===== src/rtl/cache_ctrl_pkg.sv =====
// Shared types for the data-cache miss controller: queue opcodes, FSM states, packet field widths.
package cache_ctrl_pkg;

  localparam int OP_W = 2;

  typedef enum logic [OP_W-1:0] {
    OP_FILL  = 2'd0,
    OP_WB    = 2'd1,
    OP_FLUSH = 2'd2
  } op_t;

  typedef enum logic [2:0] {
    S_IDLE      = 3'd0,
    S_LRU       = 3'd1,
    S_WB_REQ    = 3'd2,
    S_FILL_REQ  = 3'd3,
    S_FLUSH_REQ = 3'd4,
    S_WAIT      = 3'd5,
    S_REFILL    = 3'd6
  } state_t;

  // Packet width for a given geometry: {op, one-hot way, line address}.
  function automatic int ds_pkt_w(input int num_ways, input int addr_width);
    return OP_W + num_ways + addr_width;
  endfunction

endpackage


===== src/rtl/cache_plru_tree.sv =====
// Per-set tree pseudo-LRU: combinational victim for rd_set, touch updates in one cycle.
// Latency: victim is combinational; a touch is visible the cycle after touch_en.
// Backpressure: none; touch_en is always accepted.
module cache_plru_tree #(
  parameter int NUM_WAYS = 4,
  parameter int NUM_SETS = 16,
  localparam int SET_W   = (NUM_SETS > 1) ? $clog2(NUM_SETS) : 1,
  localparam int LVL     = $clog2(NUM_WAYS)
) (
  input  logic                clk,
  input  logic                reset,
  input  logic [SET_W-1:0]    rd_set,
  output logic [NUM_WAYS-1:0] victim,
  input  logic                touch_en,
  input  logic [SET_W-1:0]    touch_set,
  input  logic [NUM_WAYS-1:0] touch_way
);

  // Heap-ordered nodes; level l decides way-index bit l (LSB at the root).
  logic [NUM_WAYS-2:0] bits_q [NUM_SETS];
  logic [NUM_WAYS-2:0] rd_tree;
  logic [NUM_WAYS-2:0] upd_tree;
  logic [LVL-1:0]      vidx;
  logic [LVL-1:0]      tidx;
  logic                b;
  int                  cur;
  int                  tcur;

  always_comb begin
    rd_tree = bits_q[rd_set];
    cur     = 0;
    vidx    = '0;
    b       = 1'b0;
    for (int l = 0; l < LVL; l++) begin
      b = 1'b0;
      for (int n = 0; n < NUM_WAYS-1; n++)
        if (n == cur) b = rd_tree[n];
      vidx[l] = b;
      cur     = 2*cur + (b ? 2 : 1);
    end
    victim       = '0;
    victim[vidx] = 1'b1;
  end

  always_comb begin
    tidx = '0;
    for (int w = 0; w < NUM_WAYS; w++)
      if (touch_way[w]) tidx = LVL'(w);
    upd_tree = bits_q[touch_set];
    tcur     = 0;
    for (int l = 0; l < LVL; l++) begin
      for (int n = 0; n < NUM_WAYS-1; n++)
        if (n == tcur) upd_tree[n] = ~tidx[l];
      tcur = 2*tcur + (tidx[l] ? 2 : 1);
    end
  end

  always_ff @(posedge clk) begin
    if (reset) begin
      for (int s = 0; s < NUM_SETS; s++) bits_q[s] <= '0;
    end else if (touch_en) begin
      bits_q[touch_set] <= upd_tree;
    end
  end

endmodule


===== src/rtl/cache_miss_ctrl.sv =====
// Data-cache miss handler: victim pick, WB/FILL/FLUSH queue packets, refill beat forwarding.
// Latency: lookup to first packet 2 cycles; refill beats pass through one register stage.
// Backpressure: packets held stable until qrdy_i; rrdy_o = !dvld_o | drdy_i, full rate when streaming.
module cache_miss_ctrl
  import cache_ctrl_pkg::*;
#(
  parameter int ADDR_WIDTH  = 32,
  parameter int DATA_WIDTH  = 32,
  parameter int NUM_WAYS    = 4,
  parameter int NUM_SETS    = 16,
  parameter int LINE_BEATS  = 4,
  parameter int OFFSET_BITS = 4,
  localparam int SET_W      = (NUM_SETS > 1) ? $clog2(NUM_SETS) : 1,
  localparam int CNT_W      = (LINE_BEATS > 1) ? $clog2(LINE_BEATS) : 1,
  localparam int PKT_W      = ds_pkt_w(NUM_WAYS, ADDR_WIDTH)
) (
  input  logic                  clk,
  input  logic                  reset,
  output logic                  urdy_o,
  input  logic                  uvld_i,
  input  logic                  hit_i,
  input  logic                  we_i,
  input  logic                  flush_i,
  input  logic [ADDR_WIDTH-1:0] addr_i,
  input  logic [NUM_WAYS-1:0]   hit_way_i,
  input  logic [NUM_WAYS-1:0]   valid_ways_i,
  input  logic [NUM_WAYS-1:0]   dirty_ways_i,
  input  logic                  qrdy_i,
  output logic                  qvld_o,
  output logic [PKT_W-1:0]      qdat_o,
  input  logic                  ack_i,
  output logic                  scan_o,
  input  logic                  rvld_i,
  output logic                  rrdy_o,
  input  logic [DATA_WIDTH-1:0] rdat_i,
  output logic                  dvld_o,
  input  logic                  drdy_i,
  output logic [DATA_WIDTH-1:0] ddat_o,
  output logic                  dlast_o
);

  typedef struct packed {
    op_t                   op;
    logic [NUM_WAYS-1:0]   way;
    logic [ADDR_WIDTH-1:0] addr;
  } ds_pkt_t;

  localparam logic [CNT_W-1:0]      LAST_BEAT = CNT_W'(LINE_BEATS-1);
  localparam logic [ADDR_WIDTH-1:0] LINE_MASK = ~ADDR_WIDTH'((64'd1 << OFFSET_BITS) - 64'd1);

  state_t                state_q, state_n;
  logic                  urdy_q;
  logic [ADDR_WIDTH-1:0] addr_q;
  logic                  flush_q;
  logic [NUM_WAYS-1:0]   hit_way_q, valid_q, dirty_q;
  logic [NUM_WAYS-1:0]   victim_q, victim_n;
  logic [NUM_WAYS-1:0]   plru_victim, inv_sel;
  logic [CNT_W-1:0]      cnt_q;
  logic                  dvld_q;
  logic [DATA_WIDTH-1:0] ddat_q;
  logic                  ubeat, rbeat, dbeat, last_in_buf;
  logic                  touch_en;
  logic [SET_W-1:0]      touch_set, set_in, set_q;
  logic [NUM_WAYS-1:0]   touch_way;
  ds_pkt_t               pkt;

  assign ubeat       = uvld_i & urdy_q;
  assign set_in      = addr_i[OFFSET_BITS +: SET_W];
  assign set_q       = addr_q[OFFSET_BITS +: SET_W];
  assign last_in_buf = dvld_q & (cnt_q == LAST_BEAT);
  assign dbeat       = dvld_q & drdy_i;
  // Once the final beat sits in the buffer, no further refill beats belong to this line.
  assign rrdy_o      = (state_q == S_REFILL) & (~dvld_q | drdy_i) & ~last_in_buf;
  assign rbeat       = rvld_i & rrdy_o;

  assign urdy_o  = urdy_q;
  assign scan_o  = (state_q != S_IDLE);
  assign dvld_o  = dvld_q;
  assign ddat_o  = ddat_q;
  assign dlast_o = last_in_buf;

  cache_plru_tree #(.NUM_WAYS(NUM_WAYS), .NUM_SETS(NUM_SETS)) u_plru (
    .clk       (clk),
    .reset     (reset),
    .rd_set    (set_q),
    .victim    (plru_victim),
    .touch_en  (touch_en),
    .touch_set (touch_set),
    .touch_way (touch_way)
  );

  // Hits touch in IDLE, fills touch on their ack; the two never coincide.
  always_comb begin
    touch_en  = 1'b0;
    touch_set = set_in;
    touch_way = hit_way_i;
    if (state_q == S_IDLE && ubeat && hit_i && !flush_i) begin
      touch_en = 1'b1;
    end else if (state_q == S_WAIT && ack_i && !flush_q) begin
      touch_en  = 1'b1;
      touch_set = set_q;
      touch_way = victim_q;
    end
  end

  always_comb begin
    inv_sel = '0;
    for (int w = NUM_WAYS-1; w >= 0; w--)
      if (!valid_q[w]) begin
        inv_sel    = '0;
        inv_sel[w] = 1'b1;
      end
  end

  always_comb begin
    state_n  = state_q;
    victim_n = victim_q;
    qvld_o   = 1'b0;
    pkt.op   = OP_FILL;
    case (state_q)
      S_IDLE: begin
        if (ubeat && (flush_i || (!hit_i && !we_i))) state_n = S_LRU;
      end
      S_LRU: begin
        if (flush_q) begin
          victim_n = hit_way_q;
          state_n  = (|hit_way_q) ? S_FLUSH_REQ : S_IDLE;
        end else begin
          victim_n = (|(~valid_q)) ? inv_sel : plru_victim;
          state_n  = (|(victim_n & valid_q & dirty_q)) ? S_WB_REQ : S_FILL_REQ;
        end
      end
      S_WB_REQ: begin
        qvld_o = 1'b1;
        pkt.op = OP_WB;
        if (qrdy_i) state_n = S_FILL_REQ;
      end
      S_FILL_REQ: begin
        qvld_o = 1'b1;
        pkt.op = OP_FILL;
        if (qrdy_i) state_n = S_WAIT;
      end
      S_FLUSH_REQ: begin
        qvld_o = 1'b1;
        pkt.op = OP_FLUSH;
        if (qrdy_i) state_n = S_WAIT;
      end
      S_WAIT: begin
        if (ack_i) state_n = flush_q ? S_IDLE : S_REFILL;
      end
      S_REFILL: begin
        if (dbeat && last_in_buf) state_n = S_IDLE;
      end
      default: state_n = S_IDLE;
    endcase
    pkt.way  = victim_q;
    pkt.addr = addr_q & LINE_MASK;
    qdat_o   = qvld_o ? pkt : '0;
  end

  always_ff @(posedge clk) begin
    if (reset) begin
      state_q   <= S_IDLE;
      urdy_q    <= 1'b1;
      addr_q    <= '0;
      flush_q   <= 1'b0;
      hit_way_q <= '0;
      valid_q   <= '0;
      dirty_q   <= '0;
      victim_q  <= '0;
      cnt_q     <= '0;
      dvld_q    <= 1'b0;
      ddat_q    <= '0;
    end else begin
      state_q  <= state_n;
      urdy_q   <= (state_n == S_IDLE);
      victim_q <= victim_n;
      if (ubeat) begin
        addr_q    <= addr_i;
        flush_q   <= flush_i;
        hit_way_q <= hit_way_i;
        valid_q   <= valid_ways_i;
        dirty_q   <= dirty_ways_i;
      end
      if (rbeat) begin
        dvld_q <= 1'b1;
        ddat_q <= rdat_i;
      end else if (dbeat) begin
        dvld_q <= 1'b0;
      end
      if (dbeat) cnt_q <= last_in_buf ? '0 : cnt_q + CNT_W'(1);
    end
  end

endmodule

===== config.mk =====
export PLATFORM = sky130hd
export DESIGN_NAME = cache_miss_ctrl
export DESIGN_NICKNAME = d
export VERILOG_FILES = /design/src/rtl/cache_ctrl_pkg.sv /design/src/rtl/cache_plru_tree.sv /design/src/rtl/cache_miss_ctrl.sv
export SDC_FILE = /design/constraint.sdc
export NUM_CORES = 1
export LEC_CHECK = 0
export BUFFER_PORTS_ARGS = -buffer_cell sky130_fd_sc_hd__buf_2
export CAP_MARGIN = 15
export CORE_MARGIN = 4
export CORE_UTILIZATION = 57
export CTS_CLUSTER_SIZE = 12
export DETAILED_ROUTE_END_ITERATION = 10
export HOLD_SLACK_MARGIN = 0.02
export PLACE_DENSITY = 0.85
export SLEW_MARGIN = 20
export SYNTH_ARGS = -nofsm -noshare
export SYNTH_HDL_FRONTEND = slang
export SYNTH_SLANG_ARGS = --single-unit

===== constraint.sdc =====
create_clock -name clk -period 3 [get_ports clk]
set_input_delay 0 -clock clk [delete_from_list [all_inputs] [get_ports clk]]
set_output_delay 0 -clock clk [all_outputs]
set_load 0.05 [all_outputs]

==> flow_summary.yaml <==
clocking:
  cts.sinks: 136
  clk_pin_slew_ns: 0.07
  clk_latency_ns: 0.54
  clockRootBuffer: "clkbuf_8"
  cts_buffers: 17
  clock_path_buffers: 2
  htreeDepth: 4
  cts_tree: "yes"
  cts_setup_buffers: 0
synth:
  synth_compound_area_share_pct: 15.2
  synthAdderAreaFrac_pct: 0.198
  synth.distinct_cells: 55
  synth_cells: 704
  async_flop_share_pct: 0
  synth-edff-count: 48
  synth_area_leaders: "dfxtp_1, edfxtp_1, nand2_1, a21oi_1, mux4_2"
  netlist.area_leader.share_pct: 27.8
  synthXorXnorAreaFrac_pct: 0
  synth_top_family_by_area: "simple AND/OR/NAND/NOR gates"
  yosys_warnings: 0
  synth_most_common_cell: "nand2_1"
  yosysSeqAreaShare_pct: 50.6
  synth_top_area_cell: "dfxtp_1"
  netlist_area_um2: 6330
  synthMuxAreaShare_pct: 4.90
  avgSynthCellArea_um2: 8.99
  ys_ff_latch: 136
  ys.flop_type: "dfxtp_1"
  synth-simple-area-share_pct: 24.9
  synthTopCellsByCount: "nand2_1, dfxtp_1, a21oi_1, nor2_1, edfxtp_1"
pwr:
  p_int_mw: 3.68
  clkPwrFrac_pct: 38.8
  p_leak_nw: 3.51
  comb_power_share_pct: 21.8
  switching_power_mw: 1.84
  netSwitchingFraction_pct: 33.4
  finalPower_mw: 5.52
  p_per_area_nw_per_um2: 642
  pwr-share-seq_pct: 39.5
  vdd_drop_max_mv: 0.449
finish:
  drive_gt1_share_pct: 24.7
  antenna_cells: 0
  final_nets: 1010
  final_cell_count_no_fill: 1076
  area_delta_synth_final_pct: 35.8
global_routing:
  grt_pass1_vias: 6823
  antenna_found_initial: 1
  grt_util_all_layers_pct: 35.7
  grt-ovfl-total: 0
  grt_max_degree: 94
  grt_pass1_wl_mm: 35.8
place:
  hpwlAfterDp_mm: 11.2
  pre_cts_ws_ns: 0.467
  placed_cells: 958
  globalplace.congestion: 0.847
  numPortBuffers: 153
sta:
  final.period_utilization_pct: 98.4
  slew_headroom_pct: 43.7
  rsz0062_at_grt: "false"
  slew_violations: 0
  worst_slack_ns: 0.0487
  skew_ns: 0.00891
  tns_ns: 0
  setup_viol: 0
  worst_pin_slew_ns: 0.844
  finalHoldViolCount: 0
  fin_crit_ns: 2.95
  max_freq_mhz: 339
setup_path:
  worst-path-max-fanout: 13
  path_depth: 6
  crit_path_start_kind: "flop"
  crit_end: "urdy_o"
  cp_slowest_stage_delay_ns: 0.68
  crit_required_ns: 3.43
  critPathTopFamily: "simple AND/OR/NAND/NOR gates"
  reg2reg_depth: 6
  crit_arrival_ns: 3.38
  cp_slowest_cell: "dfxtp_1"
  startpoint: "state_q[0]"
  reg2reg_from: "state_q[0]"
  reg2reg_slack_ns: 0.05
  path_class: "flop to flop"
  cp_cell_sequence: "nor3b_4, and3_1, nor2_1, o21ai_0, o41ai_1, dlygate4sd3_1"
  worstPathBufferInverterCount: 1
  worstReg2RegEnd: "urdy_o"
  critPathCaptureType: "flop"
floorplan:
  start_util_pct: 58.4
  die_w_um: 113
  die_h_um: 113
  fp.dieArea_um2: 12900
  std_cell_rows: 38
  ioPinCount: 162
  placeableCoreArea_um2: 10800
routing:
  ant_nets: 0
  wl_per_cell_um: 21.7
  drt_iter0_markers: 867
  dr.pass1.iters: 8
  vias_per_cell: 6.32
  wl_mm: 23.4
  dr_total_vias: 6798
  drc: 0
status:
  run_status: "complete, no violations"
job:
  maxCapViolCount: 0
worst_hold_path:
  min_path_type: "input pin to flop"
-- cell usage in the layout, fill, tap and decap left out, types with 6 or more instances in the layout --
cell	count
nand2_1	175
buf_2	152
dfxtp_1	87
dlygate4sd3_1	86
a21oi_1	82
nor2_1	59
edfxtp_1	48
nor2b_1	36
o21bai_1	24
nand2b_1	20
clkbuf_16	17
mux4_2	10
buf_4	10
inv_1	9
o21ai_0	9
o21bai_2	8
and2_1	7
nor3_1	6
-- state kept, by name (all words and copies together) (netlist names), 2 cells and up, named ones only --
register	flops
hit_way_q	4
addr_q	28
u_plru.bits_q	48
dirty_q	4
victim_q	4
state_q	3
ddat_o	32
valid_q	4
cnt_q	2
-- how the worst min path moves through the flow --
stage                     slack [ns]  startpoint          to  cells after the start
after detailed placement        0.25   rdat_i[3]   ddat_o[3]                      3
after floorplan                 0.14  addr_i[10]  addr_q[10]                      2
final                           0.09      rvld_i  ddat_o[17]                      5
after global placement          0.24  rdat_i[28]  ddat_o[28]                      3
after CTS                       0.02      rvld_i  ddat_o[23]                      5
after global routing            0.10      rvld_i      dvld_o                      4
-- what timing repair did --
item | in CTS | in global routing
hold endpoints to repair | 84 | 0
resized for setup | 0 | 1
setup endpoints to repair | 0 | 2
hold buffers | 86 | 0
-- layer usage --
| layer | routed length (um) | GRT usage [%] | vias to the layer above | part of all wire [%] |
|---|---|---|---|---|
| met3 | 2420 | 9.66 | 191 | 10 |
| met2 | 11600 | 63.7 | 638 | 50 |
| met4 | 1560 | 20.2 | 2 | 6.7 |
| met1 | 7770 | 38.1 | 3144 | 33 |
| met5 | 13 | 0 | - | 0.056 |
| li1 | - | - | 2823 | - |
-- tightest hold or removal path, stage by stage --
cell	delay [ns]
buf_2	0.09
nand2_1	0.06
buf_4	0.24
nand2_1	0.11
a21oi_1	0.06
-- final cells by class --
class | count | area (um2)
Sequential cell | 136 | 3200
Multi-Input combinational cell | 511 | 2890
Fill cell | 543 | 2240
Timing Repair Buffer | 248 | 1700
Clock buffer | 18 | 439
Tap cell | 140 | 175
Clock inverter | 14 | 161
Inverter | 9 | 33.8
-- power by group through the flow --
| stage | clock [mW] | combinational, mW | sequential (mW) |
|---|---|---|---|
| 6_report | 2.14 | 1.20 | 2.18 |
| 5_1_grt | 2.20 | 1.25 | 2.19 |
| 4_1_cts | 2.10 | 1.10 | 2.15 |
| 3_5_place_dp | 0 | 0.986 | 2.18 |
| 3_3_place_gp | 0 | 0.955 | 2.18 |
| 2_1_floorplan | 0 | 0.756 | 2.14 |
-- logic make-up after synthesis --
group / after synthesis
AOI/OAI and AO/OA: 152
adders and majority gates: 1
buffers and inverters: 60
DFF: 136
muxes: 18
other: 1
and+or+nand+nor: 336
-- metrics by stage --
stage               hold slack, ns  instance area (um2)  utilization, %
global placement             0.240                 7140            65.8
global route                 0.101                 8600            79.3
finish                      0.0890                 8600            79.3
detailed placement           0.246                 7140            65.8
floorplan                    0.136                 6350               -
CTS                         0.0201                 8600            79.3
Power figures use the tool's default switching activity.
